$ cat config.mk
export PLATFORM = sky130hd
export DESIGN_NAME = sfifo_ctl
export DESIGN_NICKNAME = d
export VERILOG_FILES = /design/src/rtl/sfifo_ctl.sv
export SDC_FILE = /design/constraint.sdc
export NUM_CORES = 1
export LEC_CHECK = 0
export ABC_AREA = 0
export CELL_PAD_IN_SITES_DETAIL_PLACEMENT = 1
export CELL_PAD_IN_SITES_GLOBAL_PLACEMENT = 2
export CORE_UTILIZATION = 46
export DETAILED_ROUTE_END_ITERATION = 7
export PLACE_DENSITY = 0.82
export SYNTH_ARGS = -nofsm -noshare
export SYNTH_HDL_FRONTEND = slang
export SYNTH_SLANG_ARGS = --single-unit
$ cat constraint.sdc
create_clock -name i_clk -period 4 [get_ports i_clk]
set_clock_uncertainty 0.2 [all_clocks]
set_input_delay 0.4 -clock i_clk [delete_from_list [all_inputs] [get_ports i_clk]]
set_output_delay 0.4 -clock i_clk [all_outputs]
set_load 0.03 [all_outputs]
$ cat src/rtl/sfifo_ctl.sv
// sfifo_ctl: single-clock FIFO with show-ahead/registered output, almost flags and sticky error flags.
module sfifo_ctl #(
  parameter int BW                = 8,
  parameter int LGFLEN            = 4,
  parameter int OPT_REGOUT        = 0,
  parameter int OPT_WRITE_ON_FULL = 0,
  parameter int AF_LEVEL          = (1 << LGFLEN) - 1,
  parameter int AE_LEVEL          = 1
) (
  input  logic              i_clk,
  input  logic              i_reset,
  input  logic              i_wr,
  input  logic [BW-1:0]     i_data,
  output logic              o_full,
  output logic              o_afull,
  output logic [LGFLEN:0]   o_fill,
  input  logic              i_rd,
  output logic [BW-1:0]     o_data,
  output logic              o_valid,
  output logic              o_empty,
  output logic              o_aempty,
  output logic              o_overflow,
  output logic              o_underflow
);
  localparam logic [LGFLEN:0] DEPTH = (LGFLEN+1)'(1 << LGFLEN);
  localparam logic [LGFLEN:0] AF_L  = (LGFLEN+1)'(AF_LEVEL);
  localparam logic [LGFLEN:0] AE_L  = (LGFLEN+1)'(AE_LEVEL);
  localparam logic [LGFLEN:0] ONE   = (LGFLEN+1)'(1);
  logic [BW-1:0]   mem [1 << LGFLEN];
  logic [LGFLEN:0] wr_addr, rd_addr;
  logic            w_wr, w_rd;
  // The extra pointer bit distinguishes full from empty; fill wraps modulo 2^(LGFLEN+1).
  assign o_fill   = wr_addr - rd_addr;
  assign o_full   = o_fill == DEPTH;
  assign o_empty  = o_fill == '0;
  assign o_afull  = o_fill >= AF_L;
  assign o_aempty = o_fill <= AE_L;
  assign w_rd     = i_rd && !o_empty;
  assign w_wr     = i_wr && (!o_full || (OPT_WRITE_ON_FULL != 0 && w_rd));
  always_ff @(posedge i_clk)
    if (w_wr) mem[wr_addr[LGFLEN-1:0]] <= i_data;
  always_ff @(posedge i_clk)
    if (i_reset) begin
      wr_addr     <= '0;
      rd_addr     <= '0;
      o_overflow  <= 1'b0;
      o_underflow <= 1'b0;
    end else begin
      if (w_wr) wr_addr <= wr_addr + ONE;
      if (w_rd) rd_addr <= rd_addr + ONE;
      if (i_wr && !w_wr) o_overflow <= 1'b1;
      if (i_rd && o_empty) o_underflow <= 1'b1;
    end
  generate
    if (OPT_REGOUT != 0) begin : g_reg
      always_ff @(posedge i_clk)
        if (i_reset) begin
          o_valid <= 1'b0;
          o_data  <= '0;
        end else begin
          o_valid <= w_rd;
          if (w_rd) o_data <= mem[rd_addr[LGFLEN-1:0]];
        end
    end else begin : g_sa
      assign o_data  = mem[rd_addr[LGFLEN-1:0]];
      assign o_valid = !o_empty;
    end
  endgenerate
endmodule

==> metrics.yaml <==
synthesis:
  yosysMostFrequentCell: "edfxtp_1"
  synth_seq_area_share_pct: 71.8
  async_reset_ff_share_pct: 0
  synthDistinctLibCells: 33
  synth-seq-cells: 144
  syn-cell-area_sq_um: 5800
  synth_area_leader_cell: "edfxtp_1"
  synth_ff_type: "edfxtp_1"
  synth_edf_count: 128
  yosys-top-cells-area: "edfxtp_1 (66%), mux4_2 (16%), dfxtp_1 (5.5%)"
  ys_warn_count: 0
  synth_cells: 297
  syn_area_per_cell_sq_um: 19.5
  synth.top_cells.by_count: "edfxtp_1 (128), mux4_2 (40), dfxtp_1 (16)"
  synth.top_cell.area_share_pct: 66.3
  synth_fp_nets: 319
drt:
  drt_pass1_iterations: 4
  vias: 2968
  wirelength_um: 12400
  vias_per_cell: 5.69
  wire_per_inst_um: 23.8
  drcViolationCount: 0
  drt_first_iter_violations: 213
  drtAntennaViolNets: 0
global_routing:
  grt_pass1_vias: 3179
  grt_max_degree: 33
  grt_pass1_wl_um: 19000
  grt.overflow.total: 0
  antenna_found_initial: 0
  track_usage_pct: 21.3
setup_path:
  cp.arrival_ns: 3.12
  r2r_cells: 10
  cp-start-kind: "flip-flop"
  crit_type: "flip-flop to output pin"
  path_max_fanout: 6
  worstSetupEndpointType: "output pin"
  required_ns: 3.40
floorplan:
  start_util_pct: 47.7
  die_height_um: 114
  pin_count: 32
  dieArea_sq_um: 13100
  row_count: 40
  core_area_sq_um: 12200
  die_w_um: 114
sta:
  rsz0062_at_grt: "false"
  finalHoldViolations: 0
  tightest_slew_ns: 0.755
  drv_slew: 0
  max_freq_ghz: 0.269
  hold-worst-slack_ns: 0.274
  timing.final.crit_share_pct: 92.9
  finalSetupTns_ns: 0
  slew_headroom_pct: 49.6
  fin_crit_ns: 3.72
  setup_viol_count_final: 0
final_layout:
  final-seq-area_sq_um: 4170
  fin_nets: 364
  multi_input_area_sq_um: 1540
  syn2layout_area_growth_pct: 18.2
  diodes: 0
  final_core_util_pct: 56.3
  drive_above_1_share_pct: 22.6
  nFillCells: 1090
  finalNonFillerCells: 522
min_path:
  min-delay-path-class: "flip-flop to flip-flop"
  holdPathStages: 2
placement:
  gp_congestion: 0.793
  port_buffers: 31
  place_hpwl_um: 7860
  dp.cells: 491
clocking:
  cts_buffers: 17
  tritoncts: "built"
  cts-hold-fix-buffers: 0
  clk_path_buf_depth: 2
  cts_num_sinks: 144
  cts_max_level: 4
  clk_pin_slew_ns: 0.06
  clock-root-buffer: "clkbuf_16"
  worstSkewPairLatency_ns: 0.42
pwr:
  vdd_drop_max_v: 0.000795
  power.total_mw: 4.85
  power_density_nw_per_um2: 708
  cellLeakagePower_nw: 2.26
status:
  status: "complete, no violations"
job:
  drv_cap: 0
==> path summary, 6_finish.rpt <==
path / start / to / slack (ns)
hold reg to reg: o_overflow / o_overflow / 0.27
hold / removal: o_overflow / o_overflow / 0.27
setup reg to reg: wr_addr[0] / mem[9][5] / 0.39
setup / recovery: wr_addr[0] / o_full / 0.28
==> final cells by class <==
type                       count  share of cell area [%]
timing repair buffer          39                    5.63
inverter                      10                   0.548
clock inverter                10                    1.04
tap                          168                    3.07
multi-input combinational    130                    22.5
clock buffer                  21                    6.43
sequential                   144                    60.8
==> per-layer routing <==
| layer | global-route usage, % | wire length, um | vias up |
|---|---|---|---|
| li1 | - | - | 1302 |
| met1 | 28.4 | 5440 | 1546 |
| met2 | 33.1 | 6010 | 99 |
| met3 | 5.40 | 724 | 21 |
| met4 | 10.0 | 267 | 0 |
| met5 | 0 | 0 | - |
==> critical path, cell delays in order, from the launching register on <==
cell and delay, ns:
dfxtp_1 0.41, inv_1 0.11, ha_1 0.22, inv_1 0.07, fa_1 0.45, or3_1 0.42
a2111oi_4 0.27, clkdlybuf4s50_1 0.74
==> through the flow <==
stage          setup slack [ns]  cell area, sq um
6_report                  0.284              6850
5_1_grt                   0.119              6850
4_1_cts                  0.0486              6850
3_5_place_dp              0.440              6330
3_3_place_gp              0.569              6330
2_1_floorplan             0.353              5800
==> cells by family after synthesis <==
logic type,after synthesis,share of synthesized area (%)
flip-flops,144,71.8
AND/OR/NAND/NOR,50,5.29
multiplexers,41,15.7
AO/OA/AOI/OAI,27,2.85
buffers and inverters,23,1.71
adder cells (fa/ha/maj),10,2.29
XOR/XNOR,2,0.302
==> report_power, final <==
| group | total, mW | switching [mW] | internal, mW |
|---|---|---|---|
| sequential | 1.79 | 0.0765 | 1.72 |
| clock | 1.40 | 0.562 | 0.836 |
| combinational | 1.66 | 0.889 | 0.769 |
| total | 4.85 | 1.53 | 3.32 |
==> state kept, by name, indices dropped and copies added (netlist names), named ones only <==
name         cells
mem            128
rd_addr          5
wr_addr          5
o_overflow       1
o_underflow      1
==> timing repair <==
action                                  CTS  global route
endpoints found under the setup margin    0             1
gates resized for setup                   0             1
buffers inserted                          0             0
==> cells in the final DEF, fill, tap and decap left out, drive strengths merged <==
cell / n
nand2b: 2
bufinv: 1
and3b: 1
a21oi: 14
xor2: 2
dlymetal6s2s: 1
nand4: 3
and2: 2
nor2: 7
nor4: 2
dfxtp: 16
buf: 8
edfxtp: 128
mux2i: 1
nor2b: 2
inv: 10
and3: 15
mux4: 40
a2111oi: 1
a21o: 1
nand3b: 1
clkdlybuf4s50: 30
clkinv: 9
nand3: 2
ha: 9
or3: 11
o21ai: 10
a41o: 1
fa: 1
nand2: 2
clkbuf: 21
No activity file was read; power rests on OpenSTA's default activity.
